$ cat config.mk
export PLATFORM = sky130hd
export DESIGN_NAME = coherent_dcache
export DESIGN_NICKNAME = d
export VERILOG_FILES = /design/src/rtl/coherent_dcache.sv
export SDC_FILE = /design/constraint.sdc
export NUM_CORES = 2
export LEC_CHECK = 0
export BUFFER_PORTS_ARGS = -buffer_cell sky130_fd_sc_hd__clkbuf_2
export CAP_MARGIN = 15
export CORE_MARGIN = 2
export CORE_UTILIZATION = 45
export DETAILED_ROUTE_END_ITERATION = 8
export SYNTH_ARGS = -nofsm -noshare
export SYNTH_HDL_FRONTEND = slang
export SYNTH_SLANG_ARGS = --single-unit
$ cat constraint.sdc
create_clock -name CLK -period 6.7 [get_ports CLK]
set_input_delay 1.005 -clock CLK [delete_from_list [all_inputs] [get_ports CLK]]
set_output_delay 1.005 -clock CLK [all_outputs]
set_load 0.01 [all_outputs]
$ cat src/rtl/coherent_dcache.sv
// coherent_dcache: per-core, direct-mapped, write-back L1 data cache with MSI
// coherence. Each of SETS lines holds a tag, a 2-bit MSI state and two words.
// Ports:
//   CLK, nRST                       clock, asynchronous active-low reset
//   dmemREN/dmemWEN/dmemaddr/
//   dmemstore/dmemload/dhit         datapath load/store port
//   halt/flushed                    flush-on-halt handshake (flushed sticky)
//   dREN/dWEN/daddr/dstore/dload/
//   dwait                           memory controller word transfer port
//   ccwait/ccinv/ccsnoopaddr/
//   cctrans/ccwrite/evict           coherence request and snoop response
module coherent_dcache #(
  parameter int SETS  = 16,
  parameter int CPUID = 0
) (
  input  logic        CLK,
  input  logic        nRST,
  input  logic        dmemREN,
  input  logic        dmemWEN,
  input  logic [31:0] dmemaddr,
  input  logic [31:0] dmemstore,
  output logic [31:0] dmemload,
  output logic        dhit,
  input  logic        halt,
  output logic        flushed,
  output logic        dREN,
  output logic        dWEN,
  output logic [31:0] daddr,
  output logic [31:0] dstore,
  input  logic [31:0] dload,
  input  logic        dwait,
  input  logic        ccwait,
  input  logic        ccinv,
  input  logic [31:0] ccsnoopaddr,
  output logic        cctrans,
  output logic        ccwrite,
  output logic        evict
);
  localparam int IW = $clog2(SETS);
  localparam int TW = 29 - IW;
  localparam logic [1:0] ST_I = 2'd0, ST_S = 2'd1, ST_M = 2'd2;

  typedef enum logic [3:0] {
    IDLE, WB0, WB1, FETCH0, FETCH1, FLUSH_CHK, FLUSH_WB0, FLUSH_WB1, DONE
  } state_t;

  state_t          r_state, w_next;
  logic [1:0]      r_st  [SETS];
  logic [TW-1:0]   r_tag [SETS];
  logic [31:0]     r_d0  [SETS];
  logic [31:0]     r_d1  [SETS];
  logic [IW-1:0]   r_cnt;
  logic [28:0]     r_blk;    // block address of the outstanding miss
  logic            r_wen;    // outstanding miss is a store
  logic [31:0]     r_fill0;  // first fill word, held until the block completes

  logic [IW-1:0]   w_idx, w_ridx, w_sidx;
  logic            w_tag_eq, w_req, w_cond, w_dhit, w_vic_dirty, w_miss_start;
  logic            w_s_hit, w_s_m;
  logic [31:0]     w_word;
  logic            w_unused;

  assign w_idx    = dmemaddr[3 +: IW];
  assign w_ridx   = r_blk[IW-1:0];
  assign w_sidx   = ccsnoopaddr[3 +: IW];
  assign w_tag_eq = (r_tag[w_idx] == dmemaddr[31:3+IW]);
  assign w_req    = dmemREN | dmemWEN;
  // A store needs ownership (M); a load is satisfied by S or M.
  assign w_cond   = w_tag_eq && (dmemWEN ? (r_st[w_idx] == ST_M)
                                         : (r_st[w_idx] != ST_I));
  assign w_dhit   = (r_state == IDLE) && !halt && !ccwait && w_req && w_cond;
  assign w_vic_dirty  = (r_st[w_idx] == ST_M) && !w_tag_eq;
  // A snoop in flight holds off the miss so the request simply waits.
  assign w_miss_start = (r_state == IDLE) && !halt && !ccwait && w_req && !w_cond;
  assign w_word   = dmemaddr[2] ? r_d1[w_idx] : r_d0[w_idx];

  assign dhit     = w_dhit;
  assign dmemload = w_dhit ? w_word : 32'h0;

  assign w_s_hit  = (r_tag[w_sidx] == ccsnoopaddr[31:3+IW]) && (r_st[w_sidx] != ST_I);
  assign w_s_m    = ccwait && w_s_hit && (r_st[w_sidx] == ST_M);

  assign w_unused = ^{dmemaddr[1:0], ccsnoopaddr[1:0], 32'(CPUID)};

  always_comb begin
    w_next  = r_state;
    dREN    = 1'b0;
    dWEN    = 1'b0;
    daddr   = 32'h0;
    dstore  = 32'h0;
    cctrans = 1'b0;
    ccwrite = 1'b0;
    evict   = 1'b0;
    flushed = 1'b0;
    case (r_state)
      IDLE: begin
        if (halt)              w_next = FLUSH_CHK;
        else if (w_miss_start) w_next = w_vic_dirty ? WB0 : FETCH0;
      end
      WB0, WB1: begin
        dWEN   = 1'b1;
        evict  = 1'b1;
        daddr  = {r_tag[w_ridx], w_ridx, (r_state == WB1), 2'b00};
        dstore = (r_state == WB1) ? r_d1[w_ridx] : r_d0[w_ridx];
        if (!dwait) w_next = (r_state == WB1) ? FETCH0 : WB1;
      end
      FETCH0, FETCH1: begin
        dREN    = 1'b1;
        cctrans = 1'b1;
        ccwrite = r_wen;
        daddr   = {r_blk, (r_state == FETCH1), 2'b00};
        if (!dwait) w_next = (r_state == FETCH1) ? IDLE : FETCH1;
      end
      FLUSH_CHK: begin
        if (r_st[r_cnt] == ST_M)         w_next = FLUSH_WB0;
        else if (r_cnt == IW'(SETS - 1)) w_next = DONE;
      end
      FLUSH_WB0, FLUSH_WB1: begin
        dWEN   = 1'b1;
        daddr  = {r_tag[r_cnt], r_cnt, (r_state == FLUSH_WB1), 2'b00};
        dstore = (r_state == FLUSH_WB1) ? r_d1[r_cnt] : r_d0[r_cnt];
        if (!dwait) begin
          if (r_state == FLUSH_WB0)        w_next = FLUSH_WB1;
          else if (r_cnt == IW'(SETS - 1)) w_next = DONE;
          else                             w_next = FLUSH_CHK;
        end
      end
      DONE:    flushed = 1'b1;
      default: w_next = IDLE;
    endcase
    // Snoop response is independent of the controller phase.
    if (w_s_m) begin
      cctrans = 1'b1;
      dstore  = ccsnoopaddr[2] ? r_d1[w_sidx] : r_d0[w_sidx];
    end
  end

  // Control state: FSM, flush counter, line states
  always_ff @(posedge CLK or negedge nRST) begin
    if (!nRST) begin
      r_state <= IDLE;
      r_cnt   <= '0;
      for (int i = 0; i < SETS; i++) r_st[i] <= ST_I;
    end else begin
      r_state <= w_next;
      if (ccwait && w_s_hit) begin
        if (ccinv)                     r_st[w_sidx] <= ST_I;
        else if (r_st[w_sidx] == ST_M) r_st[w_sidx] <= ST_S;
      end
      // Controller updates come after the snoop so a fill or victim
      // invalidation on the same set takes precedence.
      case (r_state)
        WB1:    if (!dwait) r_st[w_ridx] <= ST_I;
        FETCH1: if (!dwait) r_st[w_ridx] <= r_wen ? ST_M : ST_S;
        FLUSH_CHK: if (r_st[r_cnt] != ST_M) begin
          r_st[r_cnt] <= ST_I;
          r_cnt       <= r_cnt + 1'b1;
        end
        FLUSH_WB1: if (!dwait) begin
          r_st[r_cnt] <= ST_I;
          r_cnt       <= r_cnt + 1'b1;
        end
        default: ;
      endcase
    end
  end

  // Data path: miss address capture, fill buffer, tag and data arrays
  always_ff @(posedge CLK) begin
    if (w_miss_start) begin
      r_blk <= dmemaddr[31:3];
      r_wen <= dmemWEN;
    end
    if (r_state == FETCH0 && !dwait) r_fill0 <= dload;
    if (r_state == FETCH1 && !dwait) begin
      r_tag[w_ridx] <= r_blk[28:IW];
      r_d0[w_ridx]  <= r_fill0;
      r_d1[w_ridx]  <= dload;
    end
    if (w_dhit && dmemWEN) begin
      if (dmemaddr[2]) r_d1[w_idx] <= dmemstore;
      else             r_d0[w_idx] <= dmemstore;
    end
  end
endmodule

======== After elaboration in Yosys (flattened, before gate mapping) ========
Memories as Yosys holds them, arrays and structs flattened. A register that Yosys moved wholly into a read port is not among the register bits.
Cells that the tools add are included.
storage, ports and cells
  input bits .............................. 136
  register bits after elaboration ......... 102
  output and inout bits ................... 103
  RAM bits ................................ 1424
  memories kept ........................... 3
memories
  name   words  bits a word  rd ports  clocked after Yosys merged registers in  wr ports  line  text
  r_d0   16     32           4         1                                        1         50    logic [31:0] r_d0 [SETS];
  r_d1   16     32           4         1                                        1         51    logic [31:0] r_d1 [SETS];
  r_tag  16     25           4         1                                        1         49    logic [TW-1:0] r_tag [SETS];
operators by class
  equality and inequality tests ........... 22
  bitwise logic cells ..................... 15
  muxes and demuxes ....................... 73
  $lt $le $gt $ge ......................... 7
  add/subtract/negate cells ............... 1
  reductions and logical operators ........ 33
operators by type and width
  cell                  number
  $mux W32              15
  $pmux W32 S4          1
  $and A32 B32 Y32      3
  $not A32 Y32          3
  $pmux W32 S3          1
  $mux W4               16
  $pmux W32 S2          1
  $reduce_or A32 Y1     2
  $eq A25 B25 Y1        2
  $bwmux W32            1
  $bmux W2 S4           3
  $demux W2 S4          3
  $pmux W4 S6           1
  $mux W2               11
  $ge A5 B5 Y1 const B  4
  $not A4 Y5            4
  $mux W1               18
  $and A16 B16 Y16      1
  $eq A4 B3 Y1 const B  4
  $logic_and A1 B1 Y1   16
  $not A16 Y16          1
  $or A16 B16 Y16       1
  $lt A5 B1 Y1 const B  3
  $ne A2 B2 Y1 const B  6
  17 further kinds      30

======== Longest topological paths before layout ========
  word-level depth ........................ 13
  depth in mapped cells ................... 17
  gate-level depth less buffers ........... 9

======== Least setup slack after synthesis ========
No wires, ideal clock.
  path type ............................... input port to flip-flop
  from .................................... input port dmemaddr[5]
  to ...................................... memory r_d1[13][0], enable pin
  library setup time ...................... 0.466 ns
  setup slack ............................. 0.072 ns
  cell stages on the path ................. 11
  data required time ...................... 6.234 ns
  arrival time ............................ 6.162 ns
  cell sequence ........................... clkbuf_1 > clkbuf_1 > buf_1 > mux2i_1 > xor2_1 > nand2_1 > o31ai_1 > o211ai_1 > nor4_4 > nand3_1 > o21ai_0
on the way
  cells in the longest elaborated chain, start to end .. 13
RTL lines
  element                                             line    text
  start, declared                                     20      input logic [31:0] dmemaddr,
  $not A4 Y5 (not written as such)                    69, 70
  $bmux W2 S4                                         69, 70
  $mux W2 (not written as such) (2 in series)         69, 70
  $eq A2 B2 Y1 or $reduce_bool A2 Y1 (tied branches)  69, 70
  $mux W1                                             69      assign w_cond = w_tag_eq && (dmemWEN ? (r_st[w_idx] == ST_M)
  $logic_and A1 B1 Y1 *                               69
  $logic_and A1 B1 Y1 *                               71      assign w_dhit = (r_state == IDLE) && !halt && !ccwait && w_req && w_cond;
  named net dhit                                      23      output logic dhit,
  $logic_and A1 B1 Y1 *                               180     if (w_dhit && dmemWEN) begin
  $mux W1 *                                           180
  $mux W1 (not written as such) *                     181     if (dmemaddr[2]) r_d1[w_idx] <= dmemstore;
  $reduce_or A32 Y1 (no line)                         n/a
  $mux W4 (no line) or $mux W1 (tied branches)        n/a
  end, declared                                       51
Mark *: on every way through the listed nets, which the timed path passes. The rest lies on a longest branch. The select of a mux whose other input is x is not followed.

======== Worst setup path after layout ========
  from .................................... input port ccsnoopaddr[6]
  to ...................................... output port dstore[14]
on the way
  cells in the longest elaborated chain, start to end .. 9
RTL lines
  element                                                                  line  text
  start, declared                                                          34    input logic [31:0] ccsnoopaddr,
  parallel branches: the longest is 8 deep, another holds $mem_v2 Z16 W25  n/a
  $mux W32 *                                                               132   if (w_s_m) begin
  end, declared                                                            29    output logic [31:0] dstore,
Every way passes the cells marked *. The select of a mux whose other input is x is not followed.

==> results by group <==
Critical path
  – R2r startpoint: r_tag[15][24]$_DFFE_PP_
  – Beginning of the critical path: ccsnoopaddr[6]
  – CP Data Required Time: 5690 ps
  – Worst EP arrival: 5490 ps
  – FF-to-FF setup slack: 1740 ps
  – CP Capture Type: primary output
  – Crit path max fanout: 59
  – Critical path class: input port to primary output
  – Nature of the critical path startpoint: input port

Timing
  – Max-slew violation count: 0
  – Worst clock skew: 73.4 ps
  – Setup violations, final: 0
  – Slew headroom: 21.5%
  – Part of the cycle the worst path needs: 96.9%
  – Worst slew pin tran: 1180 ps
  – Setup TNS: 0 ps
  – Final Hold Violating Endpoints: 0
  – Slack of the critical path: 205 ps
  – Unrepaired setup endpoints after global routing: false
  – Tmin final: 6500 ps
  – Final Hold Slack: 239 ps
  – Max Clock Freq: 154 MHz

Drt
  – Routed length per placed instance: 41.6 um
  – Antenna viol nets, final: 0
  – Drt pass-1 iters: 6
  – Post-DR vias/cell: 7.54
  – Routed vias: 60.8k
  – DRT iter0 DRCs: 9,353
  – # DRC: 0
  – Total routed wirelength: 335,000 um

Hold path
  – Worst hold path type: input port to asynchronous set/reset pin

Run status
  – Outcome: complete, no violations

Place
  – PortBufs: 232
  – Detailed placement HPWL: 195,000 um
  – Post-Place Worst Slack: 251 ps
  – GP Congestion: 0.902

Global routing
  – GRT overflow: 0
  – First-pass GRT wire length: 470,000 um
  – Initial antenna violation count: 10
  – Grt met1 use: 42.4%
  – Largest net degree at the start of global routing: 107
  – Tot GR Track Use: 31.1%
  – Met3 Use GR: 6.92%
  – Grt peak-use layer: met2
  – Vias in the first global route: 59.9k
  – Met2 Resource Use GR: 48.1%

Synth
  – Syn Area/Cell: 19.3 sq um
  – Cell taking the most area after synthesis: edfxtp_1
  – Yosys reg bits: 1,530
  – Sequential area share after synthesis: 48.0%
  – Share of the synthesized area in the top cell type: 46.9%
  – Post-synth EDFFs: 1,486
  – Synth Flop Type: edfxtp_1
  – Mapped cell area: 95,200 sq um
  – Cells after Synth: 4,943
  – Async SR Flop Fraction: 2.61%
  – YS warnings: 0
  – Count of cell types in the netlist: 78
  – Top post-synthesis cells by area: edfxtp_1 47%, mux4_2 42%, mux2i_1 1.5%

Floorplan
  – Row cnt: 168
  – Core area: 210,000 sq um
  – Starting Density: 45.4%
  – Die W: 464 um
  – DIE HEIGHT: 464 um
  – Die ar.: 215,000 sq um
  – I/O Pins: 239

Clocking
  – Hold-fix buffers, CTS: 0
  – Post-CTS Resized: 0
  – Clk root buf: clkbuf_16
  – CTS Buf Count: 176
  – H-tree depth: 4
  – Number of setup buffers added after CTS: 0
  – Worst-path clk slew: 60 ps
  – Clk buf depth: 3
  – Clk_lat worst skew: 860 ps
  – CTS Sinks: 1,530
  – CTS tree: built

Layout
  – Layout cell share with drive strength beyond 1: 50.6%
  – Layout area overhead: 12.4%
  – Nets: 5,238

Power
  – Pleak: 0.0336 uW
  – Power Density: 295 nW/um^2
  – Tot Pwr: 31,600 uW
  – Largest vdd supply drop: 358 uV

Job
  – Max-Cap Viols: 0
## power by group
group	internal [uW]	total, uW	switching, uW
sequential	10800	11300	497
clock	5670	9850	4190
combinational	4770	10500	5750
## cells in the final DEF (no fill, tap or decap), types with 9 or more instances in the layout
master / Yosys / routed
a211oi_1: 16 / 16
a21oi_1: 55 / 54
a22oi_1: 29 / 29
a31oi_1: 16 / 16
a32oi_1: 33 / 33
and3_1: 10 / 9
buf_12: 2 / 79
buf_4: 18 / 168
bufinv_16: 0 / 19
clkbuf_1: 291 / 22
clkbuf_16: 0 / 178
clkbuf_2: 1 / 222
clkinv_1: 0 / 36
clkinv_2: 0 / 38
dfrtp_1: 40 / 35
edfxtp_1: 1486 / 1486
inv_1: 87 / 78
inv_2: 1 / 10
mux2_1: 9 / 9
mux2_2: 63 / 63
mux2i_1: 145 / 145
mux4_2: 1761 / 1761
nand2_1: 126 / 124
nand2b_1: 27 / 26
nand3_1: 33 / 31
nor2_1: 108 / 99
nor2_4: 0 / 9
nor2b_1: 17 / 17
nor3_1: 61 / 58
nor3b_1: 13 / 13
o21ai_0: 55 / 32
o21ai_4: 0 / 26
o221ai_1: 32 / 32
xnor2_1: 52 / 52
xor2_1: 33 / 33
## Yosys cell counts, types with 40 or more instances
cell type and count:
a21oi_1 55, buf_1 116, buf_2 64, clkbuf_1 291, dfrtp_1 40, edfxtp_1 1486
inv_1 87, mux2_2 63, mux2i_1 145, mux4_2 1761, nand2_1 126, nor2_1 108
nor3_1 61, o21ai_0 55, xnor2_1 52
## cells by family after synthesis
group / count (synthesis) / synth area share, %
flip-flops: 1530 / 48.0
adder cells (fa/ha/maj): 4 / 0.0526
AO/OA/AOI/OAI: 310 / 2.27
XOR/XNOR: 85 / 0.782
buffers and inverters: 589 / 2.59
other: 1 / 0.00394
multiplexers: 1978 / 44.0
AND/OR/NAND/NOR: 446 / 2.29
## layout make-up
cell class / count / area [sq um]
inverter: 88 / 330
sequential: 1530 / 45700
antenna: 8 / 20.0
tap: 2805 / 3510
fill: 16642 / 103000
clock buffer: 204 / 4590
timing repair buffer: 477 / 4070
multi-input combinational: 2825 / 47600
clock inverter: 120 / 1250
## sequential cells by signal, indices dropped and copies added (netlist names), named ones only
name / count
r_blk: 29
r_cnt: 4
r_d0: 512
r_d1: 512
r_fill0: 32
r_st: 32
r_state: 4
r_tag: 400
r_wen: 1
## metal layers
metal  up-vias  share of wire (%)
met5         -              0.037
li1      22639                  -
met4        12                5.0
met2      4450                 47
met3       797                 11
met1     32879                 37
## worst paths after layout
kind | to | depth (start not counted)
worst max-delay path | dstore[14] | 15
worst min-delay path | r_st[17]$_DFF_PN0_ | 2
worst max register to register | r_d0[2][19]$_DFFE_PP_ | 9
worst min register to register | r_st[31]$_DFF_PN0_ | 1
max in group asynchronous | r_state[1]$_DFFE_PN0P_ | 2
min in group CLK | r_fill0[22]$_DFFE_PP_ | 1
## per-stage QoR
stage	util [%]	area [sq um]	std cells
after global placement	48.2	101000	7725
after global routing	51.0	107000	8051
after detailed placement	48.2	101000	7725
final	51.0	107000	8057
after floorplan	-	95200	4944
after CTS	51.0	107000	8049
## worst max-delay path: stages
cell	delay, ps
buf_8	430
buf_4	340
nor2b_1	210
a22o_1	140
o21ai_0	240
a2111oi_0	650
a31oi_1	190
nor3_1	470
buf_4	200
and4bb_4	420
buf_12	280
nor2_1	80
a21oi_1	400
buf_4	190
clkbuf_2	120
Note: power is estimated with default switching activity, not from simulation.
